--- config.mk ---
export PLATFORM = sky130hd
export DESIGN_NAME = ysyx_25030093_ifu_ctrl_flat
export DESIGN_NICKNAME = d
export VERILOG_FILES = /design/src/rtl/ysyx_25030093_ifu_ctrl_if.sv /design/src/rtl/ysyx_25030093_ifu_ctrl.sv /design/src/flat_wrapper.sv
export SDC_FILE = /design/constraint.sdc
export NUM_CORES = 1
export LEC_CHECK = 0
export BUFFER_PORTS_ARGS = -buffer_cell sky130_fd_sc_hd__buf_2
export CELL_PAD_IN_SITES_DETAIL_PLACEMENT = 2
export CELL_PAD_IN_SITES_GLOBAL_PLACEMENT = 2
export CORE_ASPECT_RATIO = 2
export CORE_MARGIN = 2
export CORE_UTILIZATION = 27
export DETAILED_ROUTE_END_ITERATION = 12
export PLACE_DENSITY_LB_ADDON = 0.1
export SYNTH_ARGS = -nofsm -noshare
export SYNTH_HDL_FRONTEND = slang
export SYNTH_SLANG_ARGS = --single-unit
--- constraint.sdc ---
create_clock -name clk -period 4.95 [get_ports clk]
set_input_delay 0.495 -clock clk [delete_from_list [all_inputs] [get_ports clk]]
set_output_delay 0.495 -clock clk [all_outputs]
set_load 0.02 [all_outputs]
--- src/rtl/ysyx_25030093_ifu_ctrl_if.sv ---
// Instruction-bus read channel (AR/R) plus the IFU->IDU instruction hand-off.
// Every channel here is valid/ready: a transfer happens on the rising edge where both are
// high; once valid is raised, the source holds it and its payload stable until that edge.
interface ysyx_25030093_ifu_ctrl_if #(
  parameter int ADDR_W = 32,
  parameter int DATA_W = 32
);
  logic [ADDR_W-1:0] araddr;
  logic              arvalid;
  logic              arready;
  logic [DATA_W-1:0] rdata;
  logic [1:0]        rresp;
  logic              rvalid;
  logic              rready;
  logic [DATA_W-1:0] inst;
  logic [ADDR_W-1:0] inst_pc;
  logic [1:0]        fetch_err;
  logic              out_valid;
  logic              out_ready;

  modport master (
    output araddr, arvalid, rready, inst, inst_pc, fetch_err, out_valid,
    input  arready, rdata, rresp, rvalid, out_ready
  );

  modport slave (
    input  araddr, arvalid, rready, inst, inst_pc, fetch_err, out_valid,
    output arready, rdata, rresp, rvalid, out_ready
  );
endinterface

--- src/rtl/ysyx_25030093_ifu_ctrl.sv ---
// Instruction-fetch sequencer: one bus read per instruction, hand-off to the IDU, then wait for WBU.
// Define IFU_PERF_EN to build the fetch/stall performance counters; otherwise both ports read 0.
module ysyx_25030093_ifu_ctrl #(
  parameter int ADDR_W      = 32,
  parameter int DATA_W      = 32,
  parameter int TIMEOUT_CYC = 255
) (
  input  logic                     clk,
  input  logic                     rst,
  input  logic [ADDR_W-1:0]        pc,
  ysyx_25030093_ifu_ctrl_if.master bus,
  input  logic                     wb_valid,
  output logic                     busy,
  output logic [31:0]              perf_fetch_cnt,
  output logic [31:0]              perf_stall_cnt,
  output logic [1:0]               state_dbg
);
  localparam logic [1:0] S_REQ      = 2'd0;
  localparam logic [1:0] S_WAIT_RSP = 2'd1;
  localparam logic [1:0] S_HOLD     = 2'd2;
  localparam logic [1:0] S_WAIT_WB  = 2'd3;

  localparam logic [1:0] E_OK       = 2'b00;
  localparam logic [1:0] E_MISALIGN = 2'b01;
  localparam logic [1:0] E_BUS      = 2'b10;
  localparam logic [1:0] E_TIMEOUT  = 2'b11;

  localparam logic [15:0] TO_LIM = 16'(TIMEOUT_CYC);

  logic [1:0]        state, state_nxt;
  logic              addr_held;
  logic [ADDR_W-1:0] req_addr;
  logic [ADDR_W-1:0] inst_pc_q;
  logic [DATA_W-1:0] inst_q;
  logic [1:0]        err_q;
  logic [15:0]       to_cnt, to_cnt_inc;
  logic              misaligned, ar_fire, timeout;

  // The PC register updates on the same edge that brings us into REQ, so the first REQ
  // cycle reads pc live; later REQ cycles replay the latched copy to keep araddr stable.
  always_comb begin
    req_addr   = addr_held ? inst_pc_q : pc;
    misaligned = (state == S_REQ) && !addr_held && (pc[1:0] != 2'b00);
    ar_fire    = bus.arvalid && bus.arready;
    to_cnt_inc = to_cnt + 16'd1;
    timeout    = (state == S_WAIT_RSP) && (to_cnt_inc == TO_LIM);
  end

  always_ff @(posedge clk) begin
    if (rst) state <= S_REQ;
    else     state <= state_nxt;
  end

  always_comb begin
    state_nxt = state;
    unique case (state)
      S_REQ: begin
        if (misaligned)   state_nxt = S_HOLD;
        else if (ar_fire) state_nxt = S_WAIT_RSP;
      end
      S_WAIT_RSP: if (bus.rvalid || timeout) state_nxt = S_HOLD;
      S_HOLD:     if (bus.out_ready)         state_nxt = S_WAIT_WB;
      S_WAIT_WB:  if (wb_valid)              state_nxt = S_REQ;
      default:                               state_nxt = S_REQ;
    endcase
  end

  // arvalid is masked while rst is high so no request leaks out during a held reset.
  always_comb begin
    bus.araddr    = req_addr;
    bus.arvalid   = (state == S_REQ) && !rst && (req_addr[1:0] == 2'b00);
    bus.rready    = (state == S_WAIT_RSP);
    bus.out_valid = (state == S_HOLD);
    bus.inst      = inst_q;
    bus.inst_pc   = inst_pc_q;
    bus.fetch_err = err_q;
    busy          = (state != S_WAIT_WB);
    state_dbg     = state;
  end

  always_ff @(posedge clk) begin
    if (rst) begin
      addr_held <= 1'b0;
      inst_pc_q <= '0;
      inst_q    <= '0;
      err_q     <= E_OK;
      to_cnt    <= '0;
    end else begin
      addr_held <= (state == S_REQ) && (state_nxt == S_REQ);
      if ((state == S_REQ) && !addr_held) inst_pc_q <= pc;
      if (misaligned) begin
        inst_q <= '0;
        err_q  <= E_MISALIGN;
      end
      if (state == S_WAIT_RSP) begin
        // A response arriving on the timeout edge still counts as data.
        if (bus.rvalid) begin
          inst_q <= bus.rdata;
          err_q  <= (bus.rresp == 2'b00) ? E_OK : E_BUS;
        end else if (timeout) begin
          inst_q <= '0;
          err_q  <= E_TIMEOUT;
        end
        to_cnt <= (bus.rvalid || timeout) ? 16'd0 : to_cnt_inc;
      end
    end
  end

`ifdef IFU_PERF_EN
  logic [31:0] fetch_cnt_q, stall_cnt_q;

  always_ff @(posedge clk) begin
    if (rst) begin
      fetch_cnt_q <= '0;
      stall_cnt_q <= '0;
    end else begin
      if (bus.out_valid && bus.out_ready)                fetch_cnt_q <= fetch_cnt_q + 32'd1;
      if ((state == S_REQ) || (state == S_WAIT_RSP))     stall_cnt_q <= stall_cnt_q + 32'd1;
    end
  end

  assign perf_fetch_cnt = fetch_cnt_q;
  assign perf_stall_cnt = stall_cnt_q;
`else
  assign perf_fetch_cnt = 32'd0;
  assign perf_stall_cnt = 32'd0;
`endif
endmodule

--- src/flat_wrapper.sv ---
// flat-port wrapper written by rule: the top's interface ports become plain ports
module ysyx_25030093_ifu_ctrl_flat 
#(
  parameter int ADDR_W      = 32,
  parameter int DATA_W      = 32,
  parameter int TIMEOUT_CYC = 255
)
  (clk, rst, pc, wb_valid, busy, perf_fetch_cnt, perf_stall_cnt, state_dbg, bus_araddr, bus_arvalid, bus_rready, bus_inst, bus_inst_pc, bus_fetch_err, bus_out_valid, bus_arready, bus_rdata, bus_rresp, bus_rvalid, bus_out_ready);
  ysyx_25030093_ifu_ctrl_if #(.ADDR_W(ADDR_W), .DATA_W(DATA_W)) bus_i ();
  input  logic clk;
  input  logic rst;
  input  logic [ADDR_W-1:0] pc;
  input  logic wb_valid;
  output logic busy;
  output logic [31:0] perf_fetch_cnt;
  output logic [31:0] perf_stall_cnt;
  output logic [1:0] state_dbg;
  output wire logic [$bits(bus_i.araddr)-1:0] bus_araddr;
  output wire logic [$bits(bus_i.arvalid)-1:0] bus_arvalid;
  output wire logic [$bits(bus_i.rready)-1:0] bus_rready;
  output wire logic [$bits(bus_i.inst)-1:0] bus_inst;
  output wire logic [$bits(bus_i.inst_pc)-1:0] bus_inst_pc;
  output wire logic [$bits(bus_i.fetch_err)-1:0] bus_fetch_err;
  output wire logic [$bits(bus_i.out_valid)-1:0] bus_out_valid;
  input wire logic [$bits(bus_i.arready)-1:0] bus_arready;
  input wire logic [$bits(bus_i.rdata)-1:0] bus_rdata;
  input wire logic [$bits(bus_i.rresp)-1:0] bus_rresp;
  input wire logic [$bits(bus_i.rvalid)-1:0] bus_rvalid;
  input wire logic [$bits(bus_i.out_ready)-1:0] bus_out_ready;
  assign bus_araddr = bus_i.araddr;
  assign bus_arvalid = bus_i.arvalid;
  assign bus_rready = bus_i.rready;
  assign bus_inst = bus_i.inst;
  assign bus_inst_pc = bus_i.inst_pc;
  assign bus_fetch_err = bus_i.fetch_err;
  assign bus_out_valid = bus_i.out_valid;
  assign bus_i.arready = bus_arready;
  assign bus_i.rdata = bus_rdata;
  assign bus_i.rresp = bus_rresp;
  assign bus_i.rvalid = bus_rvalid;
  assign bus_i.out_ready = bus_out_ready;
  ysyx_25030093_ifu_ctrl #(.ADDR_W(ADDR_W), .DATA_W(DATA_W), .TIMEOUT_CYC(TIMEOUT_CYC)) u_core (.clk(clk), .rst(rst), .pc(pc), .bus(bus_i), .wb_valid(wb_valid), .busy(busy), .perf_fetch_cnt(perf_fetch_cnt), .perf_stall_cnt(perf_stall_cnt), .state_dbg(state_dbg));
endmodule
# == After elaboration in Yosys (flattened, before gate mapping) ==
# Index checks and enable logic that the tools add are counted.
# classes
n_addsub,1
mul,0
div,0
magnitude_cmp,0
n_eq_ne,5
n_shift,0
mux,17
bitwise,0
n_reduce_logical,15
# op_table
cell,n
two-way mux 32 bit,5
two-way mux 2 bit,10
"adder 16 x 1 -> 16 bit, second input constant",1
"equality test 16 x 8 -> 1 bit, second input constant",1
two-way mux 16 bit,1
zero test 2 bit,4
one-hot mux 2 bit (4 select lines),1
logical AND 1 bit,7
"equality test 2 bit, second input constant",2
"equality test 2 x 1 -> 1 bit, second input constant",1
zero test 1 bit,2
"!= test 2 bit, second input constant",1
nonzero test 2 bit,1
logical OR 1 bit,1
# word_totals
ff_bits,85
latch_bits,0
mem_bits_rw,0
rom_bits,0
inputBits,72
output_inout_bits,168
word_cells,44
n_memories,0

# == Longest topological paths before layout ==
# logic_depth
depth_word,9
mapped_depth,10

# == Least setup slack after synthesis ==
# No wires, ideal clock.
# synth_timing
path_kind,reg2reg
start,reg u_core.to_cnt[1]
end,"reg u_core.inst_q[0], in the netlist u_core.bus.inst[0]"
setup_ps,117
arrival_time_ps,2153
t_required_ps,4833
slack_ps,2680
path_stages_with_launch,10
n_path_buf,2
synth_period_minus_slack_ps,2270
path_cell_list,dfxtp_1 ha_1 nand3_2 or3_4 o21ai_2 and4bb_1 buf_6 o32ai_4 buf_6 a22o_1
# synth_via
elab_chain_cells,6
# synth_rtl
element,line,text
start: declaration,ysyx_25030093_ifu_ctrl.sv:36,"logic [15:0] to_cnt, to_cnt_inc;"
start signal: assignment,ysyx_25030093_ifu_ctrl.sv:104,to_cnt <= (bus.rvalid || timeout) ? 16'd0 : to_cnt_inc;
adder 16 x 1 -> 16 bit,ysyx_25030093_ifu_ctrl.sv:45,to_cnt_inc = to_cnt + 16'd1;
equality test 16 x 8 -> 1 bit,ysyx_25030093_ifu_ctrl.sv:46,timeout = (state == S_WAIT_RSP) && (to_cnt_inc == TO_LIM);
logical AND 1 bit,ysyx_25030093_ifu_ctrl.sv:46,
two-way mux 32 bit,ysyx_25030093_ifu_ctrl.sv:100,end else if (timeout) begin
two-way mux 32 bit,ysyx_25030093_ifu_ctrl.sv:97,if (bus.rvalid) begin
two-way mux 32 bit,ysyx_25030093_ifu_ctrl.sv:95,if (state == S_WAIT_RSP) begin
end signal: assignment,ysyx_25030093_ifu_ctrl.sv:98,inst_q <= bus.rdata;
end: declaration,ysyx_25030093_ifu_ctrl.sv:34,logic [DATA_W-1:0] inst_q;
# Every way passes these cells.
# A chain may end at the register's enable or synchronous reset.

# == Worst setup path after layout ==
# layout_timing
start,reg u_core.to_cnt[0]
end,"reg u_core.inst_q[13], in the netlist u_core.bus.inst[13]"
# Same word-level chain as after synthesis.

==> key figures <==
Routing
  • DR top layer: met4
  • # DRC: 0
  • Post-DRT Antenna Nets: 0
  • Wire per inst: 17.9 µm
  • DR iter-0 viols: approximately 110
  • Post-Route M1 WL: 5220 µm
  • Initial DRT Pass Iterations: 3
  • DR vias/cell: 4.68
  • Final WL: 15300 µm
  • Wire length on met2: 8980 µm
  • Met3 routed wirelength: between 800 and 900 µm
  • DR vias: 3995

Yosys
  • Post-Synth XOR/XNOR Area: 0.962%
  • Gate Count Post-Synth: 485
  • Post-Synthesis Mean Instance Area: 9.12 µm²
  • Number of synthesized flops with an enable pin: 0
  • Asr flop ratio synth: 0%
  • Register area share after synthesis: 38.5%
  • Yosys cell types: 61
  • Synth Register Bits: 85
  • Ys flop type: dfxtp_1
  • Synthesized cell area: about 4400 µm²
  • Post-synthesis adder-cell area fraction: 0.566%
  • Mux contribution to synthesized area: 8.60%
  • YS warnings: 0
  • Post-Synth Simple-Gate Area: 17.2%
  • Largest family of logic cells by synthesized area: compound AO/OA/AOI/OAI gates
  • Synth Area in Compound Gates: 18.4%

Cells and area
  • Fin util: 34.1%
  • Commonest non-fill, non-tap cell in the layout: buf_2
  • Final #Nets: 718
  • Layout cells sized above 1: 38.2%
  • Synth-to-layout area growth: 24.9%
  • Most frequent cells in the layout: buf_2 (175), dfxtp_1 (85), nand2_1 (80), conb_1 (64), a21oi_1 (42)

Timing
  • Final worst setup slack: 2040 ps
  • Max-slew violation count: 0
  • TNS Setup: 0 ps
  • Clk_skew: 13.0 ps
  • Min cycle time layout: 2910 ps
  • Worst Max-Slew Pin Slew: 1250 ps
  • FMAX: around 340 MHz
  • Final Cycle Share: 58.8%
  • Max-slew headroom: 16.8%
  • Final Hold Violating Endpoints: 0
  • Setup violations, final: 0
  • RSZ-0062 raised after global routing: no

Hold path
  • Hold Path Class: in -> reg
  • Hold path cells: 2

CTS
  • Post-CTS sizing: 0
  • Clock Sinks: 85
  • Worst skew pair latency: 340 ps
  • # Post-CTS Setup Buffers: 0
  • TritonCTS clock tree: yes
  • Htree depth: 3
  • Clk slew on worst S/H paths: 80 ps
  • Number of CTS-inserted buffers: 9
  • Clock root cell: clkbuf_16
  • CTS Hold Bufs: 0
  • Max clock buf depth: 2

Placement
  • RD Place Congestion: 0.776
  • Pre-CTS setup slack: approximately 2000 ps
  • Port buffer count: around 180
  • DP HPWL: 11800 µm

GRT
  • Initial antenna violation count: 1
  • Largest net degree at the start of global routing: between 40 and 50
  • First-pass GRT wire length: 22500 µm
  • Global-route usage over all layers: 17.0%
  • Vias in the first global route: 4008
  • Grt ovf: 0

Floorplan
  • Die height: 185 µm
  • Die width: 94.5 µm
  • DIE AREA: 17500 µm²
  • Total I/O pin count: 240
  • CORE AREA: between 15000 and 20000 µm²
  • Site Rows: 66
  • Starting density of the core: 27.3%

Setup path
  • Worst EP required: approximately 5200 ps
  • Largest stage delay on the critical path: 720 ps
  • Crit end category: flip-flop
  • Critical-path top delay cell: o32ai_4
  • Crit path DAT: 3180 ps
  • CP Launch Type: flip-flop
  • Reg2reg path depth: 7
  • Critical Path, Cell by Cell: ha_1 > nand3_2 > o31a_1 > a31oi_1 > and4bb_1 > o32ai_4 > a22o_1
  • CP Class: reg -> reg
  • Max Fanout on Critical Path: 32

Run
  • Max-cap violations: 0

Power
  • Worst vdd ir: ~0.2 mV
  • Power Dens Cells: between 400 and 500 nW/µm²
  • Pwr Total: 2.32 mW
  • Leak pwr: 2.61 nW

Run status
  • Status: complete, no violations
## stage by stage
step	instance area [µm²]	cells	hold slack, ps
after detailed placement	5170	837	462
after CTS	5520	853	348
after global placement	5170	837	451
after global routing	5520	854	357
final	5520	854	355
after floorplan	4660	548	491
## registers in the layout (all words and copies together), names as in the netlist
| signal | flops |
|---|---|
| u_core.bus.inst_pc | 32 |
| u_core.bus.inst | 32 |
| u_core.addr_held | 1 |
| u_core.state_dbg | 2 |
| u_core.bus.fetch_err | 2 |
| u_core.to_cnt | 16 |
## layer usage
layer	vias to the layer above	GRT usage, %
li1	1903	-
met1	1952	16.5
met2	124	34.3
met3	16	2.97
met4	0	6.09
met5	-	0
## path summary, 6_finish.rpt
kind,end,slack (ps),from
max reg2reg,u_core.bus.inst[13]$_SDFF_PP0_,2040,u_core.to_cnt[0]$_SDFFE_PP0P_
max,u_core.bus.inst[13]$_SDFF_PP0_,2040,u_core.to_cnt[0]$_SDFFE_PP0P_
min,u_core.bus.inst[7]$_SDFF_PP0_,360,bus_rdata[7]
min reg2reg,u_core.bus.inst_pc[27]$_SDFFE_PP0P_,470,u_core.bus.inst_pc[27]$_SDFFE_PP0P_
## cells by family after synthesis
kind of cell             after synthesis
multiplexers                          34
AO/OA/AOI/OAI                        111
adder cells (fa/ha/maj)                2
XOR/XNOR                               4
flip-flops                            85
other                                  1
buffers and inverters                101
AND/OR/NAND/NOR                      147
## area by class of cell
cell class              count  area (µm²)
clock inverters             7         128
fillers                  1972       10700
clock buffers               9         225
flip-flops and latches     85        1700
repair buffers            181         921
diodes                      1        2.50
multi-input cells         362        2270
inverters                   5        18.8
well taps                 204         255
## power breakdown
| part | leakage [nW] | switching, mW | internal [mW] |
|---|---|---|---|
| clock network | 0.173 | 0.307 | 0.502 |
| logic | 1.74 | 0.458 | 0.226 |
| registers | 0.693 | 0.0700 | 0.755 |
| total | 2.61 | 0.835 | 1.48 |
## worst max-delay path, delay by kind of cell, from the launching register on
kind	cells	cell delay [ps]
AND/OR/NAND/NOR	2	540
adder cells (fa/ha/maj)	1	260
flip-flops	1	480
AO/OA/AOI/OAI	4	1560
## Yosys cell counts, drive strengths merged (7+ instances only)
library cell | instances | area, µm²
a21oi | 42 | 210
a22o | 32 | 280
a31oi | 8 | 50.1
buf | 74 | 569
clkbuf | 19 | 81.3
dfxtp | 85 | 1700
mux2 | 32 | 360
nand2 | 80 | 300
nand3 | 8 | 45.0
nor2 | 14 | 55.1
nor4 | 7 | 58.8
o21ai | 9 | 48.8
or3 | 10 | 68.8
No activity file was read; power rests on OpenSTA's default activity.
